<file path="src/rtl/rom_streamer_pkg.sv">
// Shared constants for rom_streamer: default ROM geometry and the
// sequencer state encoding.
package rom_streamer_pkg;

    localparam int AW_DEFAULT = 9;
    localparam int DW_DEFAULT = 12;

    // Sequencer state encoding. S_CHK is only reachable when the design is
    // built with ROM_STREAMER_CHKSUM_EN.
    localparam logic [2:0] S_IDLE = 3'd0;
    localparam logic [2:0] S_ADDR = 3'd1;
    localparam logic [2:0] S_LOAD = 3'd2;
    localparam logic [2:0] S_SEND = 3'd3;
    localparam logic [2:0] S_CHK  = 3'd4;

endpackage

</file>
<file path="src/rtl/rom_streamer.sv">
// rom_streamer: reads a contiguous range of addresses from an external ROM
// with one cycle of registered read latency. The range wraps modulo 2^AW.
// The words are presented on a valid/ready output port, one word every
// three cycles when the consumer never stalls.
// Optional feature macro: ROM_STREAMER_CHKSUM_EN appends a checksum word.
// The checksum is the sum modulo 2^DW of all data words. It carries
// last=1, and the data words then carry last=0.
module rom_streamer
    import rom_streamer_pkg::*;
#(
    parameter int AW = AW_DEFAULT,
    parameter int DW = DW_DEFAULT
) (
    input  logic          clk,
    input  logic          rstn,
    input  logic          start,
    input  logic [AW-1:0] addr_first,
    input  logic [AW-1:0] addr_last,
    output logic [AW-1:0] rom_addr,
    input  logic [DW-1:0] rom_data,
    output logic [DW-1:0] data_out,
    output logic          valid,
    input  logic          ready,
    output logic          last,
    output logic          busy,
    output logic          done
);

    // Handshake: a word moves on a rising edge where valid && ready. Once
    // valid is high, data_out and last stay frozen until that edge, however
    // long ready stays low.
    logic [2:0]    state;
    logic [AW-1:0] last_addr;
    logic          xfer;
    logic          at_end;
`ifdef ROM_STREAMER_CHKSUM_EN
    logic [DW-1:0] checksum;
`endif

    assign xfer   = valid && ready;
    assign at_end = (rom_addr == last_addr);

    // Sequencer. Each word takes three states: ADDR (the ROM samples
    // rom_addr), LOAD (capture rom_data), and SEND (wait for the handshake).
    always_ff @(posedge clk or negedge rstn) begin
        if (!rstn) begin
            state     <= S_IDLE;
            last_addr <= '0;
            rom_addr  <= '0;
            data_out  <= '0;
            valid     <= 1'b0;
            last      <= 1'b0;
            busy      <= 1'b0;
            done      <= 1'b0;
`ifdef ROM_STREAMER_CHKSUM_EN
            checksum  <= '0;
`endif
        end else begin
            done <= 1'b0;
            case (state)
                S_IDLE: begin
                    if (start) begin
                        last_addr <= addr_last;
                        rom_addr  <= addr_first;
                        busy      <= 1'b1;
                        state     <= S_ADDR;
`ifdef ROM_STREAMER_CHKSUM_EN
                        checksum  <= '0;
`endif
                    end
                end
                S_ADDR: begin
                    state <= S_LOAD;
                end
                S_LOAD: begin
                    data_out <= rom_data;
                    valid    <= 1'b1;
`ifdef ROM_STREAMER_CHKSUM_EN
                    last     <= 1'b0;
`else
                    last     <= at_end;
`endif
                    state    <= S_SEND;
                end
                S_SEND: begin
                    if (xfer) begin
                        valid <= 1'b0;
                        last  <= 1'b0;
`ifdef ROM_STREAMER_CHKSUM_EN
                        checksum <= checksum + data_out;
`endif
                        if (at_end) begin
`ifdef ROM_STREAMER_CHKSUM_EN
                            // The checksum word follows directly, with no ROM access.
                            data_out <= checksum + data_out;
                            valid    <= 1'b1;
                            last     <= 1'b1;
                            state    <= S_CHK;
`else
                            busy     <= 1'b0;
                            done     <= 1'b1;
                            state    <= S_IDLE;
`endif
                        end else begin
                            rom_addr <= rom_addr + 1'b1;
                            state    <= S_ADDR;
                        end
                    end
                end
                S_CHK: begin
                    if (xfer) begin
                        valid <= 1'b0;
                        last  <= 1'b0;
                        busy  <= 1'b0;
                        done  <= 1'b1;
                        state <= S_IDLE;
                    end
                end
                default: begin
                    state <= S_IDLE;
                end
            endcase
        end
    end

endmodule

</file>
<file path="config.mk">
export PLATFORM = sky130hd
export DESIGN_NAME = rom_streamer
export DESIGN_NICKNAME = d
export VERILOG_FILES = /design/src/rtl/rom_streamer_pkg.sv /design/src/rtl/rom_streamer.sv
export SDC_FILE = /design/constraint.sdc
export NUM_CORES = 1
export LEC_CHECK = 0
export BUFFER_PORTS_ARGS = -buffer_cell sky130_fd_sc_hd__buf_2
export CORE_ASPECT_RATIO = 0.6
export CORE_UTILIZATION = 34
export CTS_CLUSTER_SIZE = 28
export DETAILED_ROUTE_END_ITERATION = 8
export SYNTH_ARGS = -nofsm -noshare
export SYNTH_HDL_FRONTEND = slang
export SYNTH_SLANG_ARGS = --single-unit
</file>
<file path="constraint.sdc">
create_clock -name clk -period 5.08 [get_ports clk]
set_clock_uncertainty 0.05 [all_clocks]
set_input_delay 0.254 -clock clk [delete_from_list [all_inputs] [get_ports clk]]
set_output_delay 0.254 -clock clk [all_outputs]
set_load 0.005 [all_outputs]
</file>
==> run metrics, run 1 <==
Clock H-tree levels=2; TritonCTS Sinks=36; die height=58.4 microns; length of the first detailed-routing pass in iterations=4; Slew Limit Headroom=45.6%; CTS tree=done; global router's overall resource usage=15.8%; antenna viol nets, final=0; non-filler cells, final=roughly 290; first-pass GRT wire length=6530 microns; Total Nets Final=about 260; first-iteration detailed-routing DRC count=28; worst hold-check path type=input port to async pin; Final Slew Violations=0; worst-case vdd ir drop=229 uV; Reg clk slew, reported paths=0.07 ns; maximum frequency from static timing analysis=between 0.4 and 0.5 GHz; result of the run=finished, violations left; Unique masters post-synth=40; count of placed standard cells including taps=278; arrival time at the worst endpoint=2.49 ns; antenna cell count=0; growth of design area from synthesis to finish=24.0%; number of antenna violations at the first check in global routing=0; Setup Buffers After CTS=0; CTS max path bufs=2; unrepaired setup endpoints after global routing=no; gpl congestion=around 0.82; tightest hold margin=-0.0108 ns; number of synthesis warnings=0; final cycle utilization of the critical path=47.8%; launching element type of the critical path=flop; most common cell after layout, fill and taps aside=sky130_fd_sc_hd__buf_2; power density normalized to cell area=between 600 and 700 nW/um^2; number of global-route vias before repair=1,299; count of instances resized after the clock tree is built=0; number of synthesized register bits=36; cell area after placement=2140 sq um; final number of hold-violating endpoints=7; total grt overflow=0; horizontal die dimension=around 96 microns; Final Setup Violations=0; clock root cell=sky130_fd_sc_hd__clkbuf_8; Vias=approximately 1,400; number of hold buffers added after cts=0; violated checks=hold timing; later-pin clock latency in the skew report=0.29 ns; post-synthesis area per instance=roughly 11 sq um; number of violations of the max-capacitance limit=0; commonest cells after routing, fill and taps aside=59 x sky130_fd_sc_hd__buf_2, 36 x sky130_fd_sc_hd__dfrtp_1, 21 x sky130_fd_sc_hd__mux2_2; type of the worst setup path=flop to flop; leakage power total=slightly above 1 nW; initial core utilization=a little over a third; DR vias/cell=between 5 and 6; worst-margin pin slew=0.817 ns; Data required, critical path=5.14 ns; cell row count=20; cell area after technology mapping=1800 sq um; share of the yosys chip area belonging to registers=50.0%; post-route setup TNS=0 ns; post-layout minimum cycle time=2.43 ns; floorplan die area=5600 sq um; count of input and output buffers=just under 60; final routed DRC violation total=0; Wirelength per Cell=14.2 microns; number of buffers created by CTS=5; Core Region=5080 sq um; fillcell total=520; fraction of layout instances using a drive strength above 1=43.0%; DPL Wire Length=2950 microns; IO Pins=59; wire length after detailed routing=4080 microns; total chip power=approximately 0.0015 W; number of standard cells after synthesis=approximately 160; pin count of the biggest net entering global routing=37; CP Capture Type=flop; peak fanout along the critical path=26; post-synthesis net count=200; final design instance area without fill=2230 sq um
metal layers:
metal,GRT usage [%],share of wire [%],vias to the layer above
met4,3.84,0.76,0
met2,20.9,40,55
met1,23.9,51,678
met3,5.94,8.7,5
li1,-,-,703
met5,0,0,-
state kept, by name, indices dropped and copies added, names as in the netlist:
register	cells
last_addr	9
state	2
valid	1
data_out	12
rom_addr	9
done	1
busy	1
last	1
cell usage after synthesis, drive strengths merged:
cell	n	area (sq um)
dfrtp	36	901
mux2	21	236
nor2	12	45.0
o21ai	9	45.0
xor2	9	78.8
and3	7	45.1
clkbuf	6	22.5
nand3	6	35.0
a21oi	5	25.0
a31oi	5	31.3
inv	5	18.8
a211oi	4	40.0
ha	4	50.1
nand2	4	15.0
nor3	4	25.0
a311oi	3	26.3
and2	3	20.0
buf	2	15.0
nand4	2	12.5
o22a	2	17.5
or3	2	12.5
a211o	1	8.76
a21o	1	7.51
a22oi	1	7.51
a2bb2oi	1	8.76
a31o	1	8.76
clkinv	1	3.75
nand2b	1	6.26
nor2b	1	6.26
nor4	1	12.5
o21a	1	7.51
o22ai	1	6.26
final timing paths:
check / startpoint / endpoint / slack (ns) / cells after the start
min: rstn / data_out[3] / -0.01 / 1
max reg2reg: state[0] / rom_addr[6] / 2.65 / 6
max: state[0] / rom_addr[6] / 2.65 / 6
min in group clk: ready / valid / 0.13 / 2
min reg2reg: data_out[10] / data_out[10] / 0.46 / 1
max in group asynchronous: rstn / last_addr[3] / 4.46 / 1
logic make-up (layout without fill, tap and decap cells):
| group | Yosys count | in the layout | synth area share, % |
|---|---|---|---|
| muxes | 21 | 21 | 13.1 |
| adders and majority gates | 4 | 4 | 2.78 |
| and+or+nand+nor | 43 | 43 | 13.1 |
| DFF | 36 | 36 | 50.0 |
| xor gates and xnor gates | 9 | 9 | 4.38 |
| AOI/OAI and AO/OA | 35 | 35 | 13.3 |
| buffers and inverters | 14 | 73 | 3.33 |
worst max-delay path, cell delays in order (launching register included):
cell,delay [ns]
sky130_fd_sc_hd__dfrtp_1,0.38
sky130_fd_sc_hd__ha_1,0.70
sky130_fd_sc_hd__nor2_1,0.15
sky130_fd_sc_hd__a211o_1,0.41
sky130_fd_sc_hd__or3_1,0.36
sky130_fd_sc_hd__o21ai_0,0.12
sky130_fd_sc_hd__a311oi_1,0.09
through the flow:
stage | setup slack [ns] | hold slack, ns | utilization, %
6_report | 2.65 | -0.0108 | 44.0
5_1_grt | 2.49 | 0.0501 | 44.0
2_1_floorplan | 3.26 | -0.0916 | -
3_5_place_dp | 2.32 | 0.343 | 42.1
3_3_place_gp | 2.42 | 0.351 | 42.1
4_1_cts | 2.18 | 0.0273 | 43.9
report_power, final:
part / switching [W] / internal [W]
registers: 0.000116 / 0.000429
clock network: 0.000103 / 0.000108
logic: 0.000357 / 0.000339
total: 0.000576 / 0.000876
final cells by class:
| cell class | count | area [sq um] | area share (%) |
|---|---|---|---|
| sequential | 36 | 901 | 40.3 |
| multi-input combinational | 112 | 841 | 37.6 |
| timing repair buffer | 59 | 295 | 13.2 |
| clock buffer | 6 | 82.6 | 3.70 |
| tap | 66 | 82.6 | 3.70 |
| inverter | 6 | 22.5 | 1.01 |
| clock inverter | 2 | 10.0 | 0.448 |
Power figures use the tool's default switching activity.
==> run 2, diff against run 1 <==
==> constraint.sdc (replaced) <==
create_clock -name clk -period 2.31 [get_ports clk]
set_clock_uncertainty 0.05 [all_clocks]
set_input_delay 0.1155 -clock clk [delete_from_list [all_inputs] [get_ports clk]]
set_output_delay 0.1155 -clock clk [all_outputs]
set_load 0.005 [all_outputs]
==> run metrics, run 2 (synthesis gave the netlist of run 1 again) <==
post-route setup TNS=0 ns (unchanged); growth of design area from synthesis to finish=37.7%; cell row count=20 (unchanged); clock root cell=sky130_fd_sc_hd__clkbuf_8; fillcell total=493 (-5.2%); final number of hold-violating endpoints=0 (-7); commonest cells after routing, fill and taps aside=58 x sky130_fd_sc_hd__buf_2, 36 x sky130_fd_sc_hd__dfrtp_1, 21 x sky130_fd_sc_hd__mux2_2; gpl congestion=0.830 (+1.8%); sequential group share of total power=34.2% (-3.3 points); cell internal pwr=0.00214 W (+140%); max reg flops=12 (unchanged); IO Pins=59 (unchanged); CTS tree=done; DPL Wire Length=3000 microns (+1.9%); Total Nets Final=280 (+8.5%); leakage power total=1.14 nW (+11%); later-pin clock latency in the skew report=0.29 ns (about the same); antenna viol nets, final=0 (unchanged); part of the power in combinational logic=47.9% (about the same); power density normalized to cell area=1380 nW/um^2 (+110%); unrepaired setup endpoints after global routing=no; final design instance area without fill=2480 sq um (+11%); total chip power=0.00343 W (+140%); Worst setup startpoint=rom_addr[3]; pin count of the biggest net entering global routing=37 (unchanged); first-pass GRT wire length=6820 microns (+4.4%); global router's overall resource usage=16.8% (+1.0 points); Reg clk slew, reported paths=0.07 ns (about the same); floorplan die area=5600 sq um (unchanged); antenna cell count=0 (unchanged); number of antenna violations at the first check in global routing=0 (unchanged); peak fanout along the critical path=13 (-50%); crit-path leading delay family=simple AND/OR/NAND/NOR gates; number of violations of the max-capacitance limit=0 (unchanged); maximum frequency from static timing analysis=0.481 GHz (+17%); worst-case vdd ir drop=542 uV (+140%); Final Slew Violations=0 (unchanged); Layout Utilization=48.8% (+4.9 points); launching element type of the critical path=flop; most common cell after layout, fill and taps aside=sky130_fd_sc_hd__buf_2; count of input and output buffers=58 (unchanged); Setup Buffers After CTS=0 (unchanged); worst hold-check path type=input port to flop; sequence of cells on the critical path=xor2_1, nor4_2, nand3_2, and3_1, a311oi_1; Psw=0.00129 W (+120%); Biggest register=data_out; Slew Limit Headroom=45.8% (+0.19 points); TritonCTS Sinks=36 (unchanged); Data required, critical path=2.45 ns (-2.69 ns); hold path start=addr_last[8]; total grt overflow=0 (unchanged); portion of total power attributed to the clock network=17.9% (+3.4 points); length of the first detailed-routing pass in iterations=4 (unchanged); fraction of layout instances using a drive strength above 1=40.7% (-2.2 points); largest registers=data_out x12, last_addr x9, rom_addr x9; switching share of power=37.6% (-2.0 points); arrival time at the worst endpoint=2.21 ns (-0.28 ns); type of the worst setup path=flop to flop; Reg-to-Reg Start=rom_addr[3]; Final Setup Violations=0 (unchanged); initial core utilization=35.5% (unchanged); horizontal die dimension=96.0 microns (unchanged); tightest hold margin=0.00766 ns (+0.0185 ns); number of buffers created by CTS=5 (unchanged); Clock H-tree levels=2 (unchanged); Core Region=5080 sq um (unchanged); number of global-route vias before repair=1,430 (+10%); worst-margin pin slew=0.814 ns (-0.00291 ns); Wirelength per Cell=13.7 microns (-3.5%); die height=58.4 microns (unchanged); Vias=1,525 (+5.8%); post-layout minimum cycle time=2.08 ns (-0.350 ns); first-iteration detailed-routing DRC count=76 (+170%); CTS max path bufs=2 (unchanged); CP Capture Type=flop; Slowest-stage cell, CP=sky130_fd_sc_hd__dfrtp_1; number of buffers and inverters on the critical path=0 (unchanged); wire length after detailed routing=4240 microns (+3.9%); final cycle utilization of the critical path=89.9% (+42 points); final routed DRC violation total=0 (unchanged); cell area after placement=2170 sq um (+1.8%); result of the run=finished, final reports clean; DR vias/cell=4.94 (-1.7%); Largest stage delay, worst path=0.45 ns (-0.25 ns)
[run 2: timing repair]
action	in CTS	in global routing
hold buffers	18	0
endpoints found under the setup margin	0	0
gates resized for setup	0	0
endpoints found under the hold margin	53	0
[run 2: final timing paths]
check	end	slack, ns	cells after the start
max	rom_addr[6]	0.23	5
min	last_addr[8]	0.008	2
max reg2reg	rom_addr[6]	0.23	5
min reg2reg	data_out[8]	0.45	1
max in group asynchronous	data_out[8]	1.29	2
min in group asynchronous	data_out[10]	0.40	2
[run 2: layout make-up]
type	instances	area, sq um	area share, %
Multi-Input combinational cell	112	841	33.9
Tap cell	66	82.6	3.33
Clock inverter	1	30.0	1.21
Clock buffer	7	96.3	3.88
Timing Repair Buffer	81	508	20.5
Sequential cell	36	901	36.3
Inverter	6	22.5	0.908
[run 2: metrics by stage]
step	worst slack (ns)	instances
after floorplan	0.488	162
after global placement	0.349	283
after detailed placement	0.261	283
after CTS	0.241	309
after global routing	0.0920	309
final	0.233	309
[run 2: metal layers]
layer	track usage (%)	wire, microns
met2	21.1	1620
met4	6.40	55
met5	0	0
met1	26.0	2250
met3	5.56	314
[run 2: power by group through the flow]
stage	clock network, W	logic (W)	registers, W
4_1_cts	0.000635	0.00166	0.00118
6_report	0.000612	0.00164	0.00117
3_3_place_gp	0	0.00162	0.00118
5_1_grt	0.000656	0.00185	0.00122
3_5_place_dp	0	0.00163	0.00118
2_1_floorplan	0	0.00107	0.00119
==> run 3, diff against run 2 <==
--- a/config.mk
+++ b/config.mk
@@ -7,9 +7,11 @@
 export LEC_CHECK = 0
 export BUFFER_PORTS_ARGS = -buffer_cell sky130_fd_sc_hd__buf_2
 export CORE_ASPECT_RATIO = 0.6
+export CORE_MARGIN = 10
 export CORE_UTILIZATION = 34
 export CTS_CLUSTER_SIZE = 28
 export DETAILED_ROUTE_END_ITERATION = 8
+export SLEW_MARGIN = 10
 export SYNTH_ARGS = -nofsm -noshare
 export SYNTH_HDL_FRONTEND = slang
 export SYNTH_SLANG_ARGS = --single-unit
==> run metrics, run 3 (synthesis gave the netlist of run 1 again) <==
result of the run=finished, final reports clean; maximum frequency from static timing analysis=0.494 GHz (+2.7%); fillcell total=508 (+3.0%); TritonCTS Sinks=36 (unchanged); Final Slew Violations=0 (unchanged); peak fanout along the critical path=13 (unchanged); length of the first detailed-routing pass in iterations=4 (unchanged); hold depth=2 (unchanged); later-pin clock latency in the skew report=0.28 ns (about the same); total area of sequential cells=901 sq um (unchanged); Slew Limit Headroom=45.7% (about the same); global router's overall resource usage=11.2% (-5.6 points); antenna viol nets, final=0 (unchanged); Data required, critical path=2.43 ns (-0.02 ns); final routed DRC violation total=0 (unchanged); Clock H-tree levels=2 (unchanged); footprint of the multi-input gates=841 sq um (unchanged); post-layout minimum cycle time=2.02 ns (-0.0537 ns); largest registers=data_out x12, last_addr x9, rom_addr x9; CTS tree=done; worst r2r path cells=5 (unchanged); wire length after detailed routing=4690 microns (+11%); DPL Wire Length=3620 microns (+21%); worst-case vdd ir drop=476 uV (-12%); type of the worst setup path=flop to flop; total grt overflow=0 (unchanged); unrepaired setup endpoints after global routing=no; fraction of layout instances using a drive strength above 1=43.5% (+2.7 points); Worst setup startpoint=rom_addr[3]; DR vias/cell=4.96 (+0.56%); antenna cell count=0 (unchanged); number of buffers created by CTS=5 (unchanged); number of antenna violations at the first check in global routing=0 (unchanged); Total Nets Final=267 (-4.6%); worst hold-check path type=input port to flop; Final Setup Violations=0 (unchanged); Reg clk slew, reported paths=0.07 ns (about the same); Final WS setup=0.286 ns (+0.0537 ns); count of instances resized after the clock tree is built=0 (unchanged); number of global-route vias before repair=1,522 (+6.4%); CTS max path bufs=2 (unchanged); launching element type of the critical path=flop; worst reg-to-reg setup slack=0.29 ns (+0.05 ns); count of input and output buffers=58 (unchanged); sequence of cells on the critical path=xor2_1, nor4_2, nand3_2, o21a_1, o22a_1; horizontal die dimension=114 microns (+19%); Biggest register=data_out; Critical path destination=rom_addr[1]; Vias=1,469 (-3.7%); first-iteration detailed-routing DRC count=93 (+22%); power density normalized to cell area=1460 nW/um^2 (+5.8%); IO Pins=59 (unchanged); number of violations of the max-capacitance limit=0 (unchanged); leakage power total=1.08 nW (-5.5%); worst-margin pin slew=0.814 ns (+0.000299 ns); commonest cells after routing, fill and taps aside=58 x sky130_fd_sc_hd__buf_2, 36 x sky130_fd_sc_hd__dfrtp_1, 21 x sky130_fd_sc_hd__mux2_2; CP Capture Type=flop; floorplan die area=8710 sq um (+55%); final number of hold-violating endpoints=0 (unchanged); first-pass GRT wire length=8020 microns (+18%); die height=76.4 microns (+31%); most common cell after layout, fill and taps aside=sky130_fd_sc_hd__buf_2; Core Region=5100 sq um (+0.49%); clock root cell=sky130_fd_sc_hd__clkbuf_8; Reg-to-Reg Start=rom_addr[3]; Setup Buffers After CTS=0 (unchanged); cell row count=20 (unchanged); max reg flops=12 (unchanged); Wirelength per Cell=15.9 microns (+16%); post-route setup TNS=0 ns (unchanged); Slowest-stage cell, CP=sky130_fd_sc_hd__dfrtp_1; final cycle utilization of the critical path=87.6% (-2.3 points); arrival time at the worst endpoint=2.14 ns (-0.07 ns); gpl congestion=0.850 (+2.4%); Largest stage delay, worst path=0.45 ns (about the same); dpl ws=0.303 ns (+0.0424 ns); growth of design area from synthesis to finish=29.2%; number of hold buffers added after cts=2 (-16); endpoint of the most critical register-to-register path=rom_addr[1]; initial core utilization=35.3% (-0.17 points); pin count of the biggest net entering global routing=37 (unchanged)
[run 3: final cells by class]
class / instances / share of cell area (%)
clock buffer: 6 / 3.12
clock inverter: 2 / 1.51
inverter: 6 / 0.968
sequential: 36 / 38.7
tap: 66 / 3.55
multi-input combinational: 112 / 36.1
timing repair buffer: 68 / 16.0
[run 3: critical path: cells and delay by family, from the launching register on]
| kind | cells | cell delay, ns |
|---|---|---|
| simple gates | 2 | 0.70 |
| compound gates | 2 | 0.51 |
| flops | 1 | 0.45 |
| xor+xnor | 1 | 0.19 |
[run 3: how the worst min path moves through the flow]
stage | start | endpoint
2_1_floorplan | rstn | busy
3_3_place_gp | rstn | data_out[1]
3_5_place_dp | rstn | data_out[1]
4_1_cts | rom_data[2] | data_out[2]
5_1_grt | rom_data[0] | data_out[0]
6_report | rom_data[2] | data_out[2]
[run 3: per-stage QoR]
| step | instance area, sq um | util (%) | cells | hold WS [ns] | total power (W) |
|---|---|---|---|---|---|
| 2_1_floorplan | 1800 | - | 162 | -0.230 | 0.00226 |
| 3_3_place_gp | 2190 | 42.9 | 285 | 0.207 | 0.00286 |
| 3_5_place_dp | 2190 | 42.9 | 285 | 0.204 | 0.00288 |
| 4_1_cts | 2320 | 45.4 | 295 | 0.00225 | 0.00344 |
| 5_1_grt | 2330 | 45.6 | 296 | 0.00308 | 0.00372 |
| 6_report | 2330 | 45.6 | 296 | 0.0108 | 0.00340 |
[run 3: metal layers]
| metal | wire [microns] | global-route usage [%] | vias up |
|---|---|---|---|
| met5 | 0 | 0 | - |
| met3 | 374 | 4.48 | 2 |
| li1 | - | - | 717 |
| met4 | 8 | 1.87 | 0 |
| met1 | 2440 | 16.5 | 700 |
| met2 | 1870 | 15.0 | 50 |
[run 3: report_power, final]
part,switching (W),internal (W),leakage (nW)
registers,0.000239,0.000944,0.415
clock network,0.000216,0.000320,0.0552
logic,0.000861,0.000824,0.610
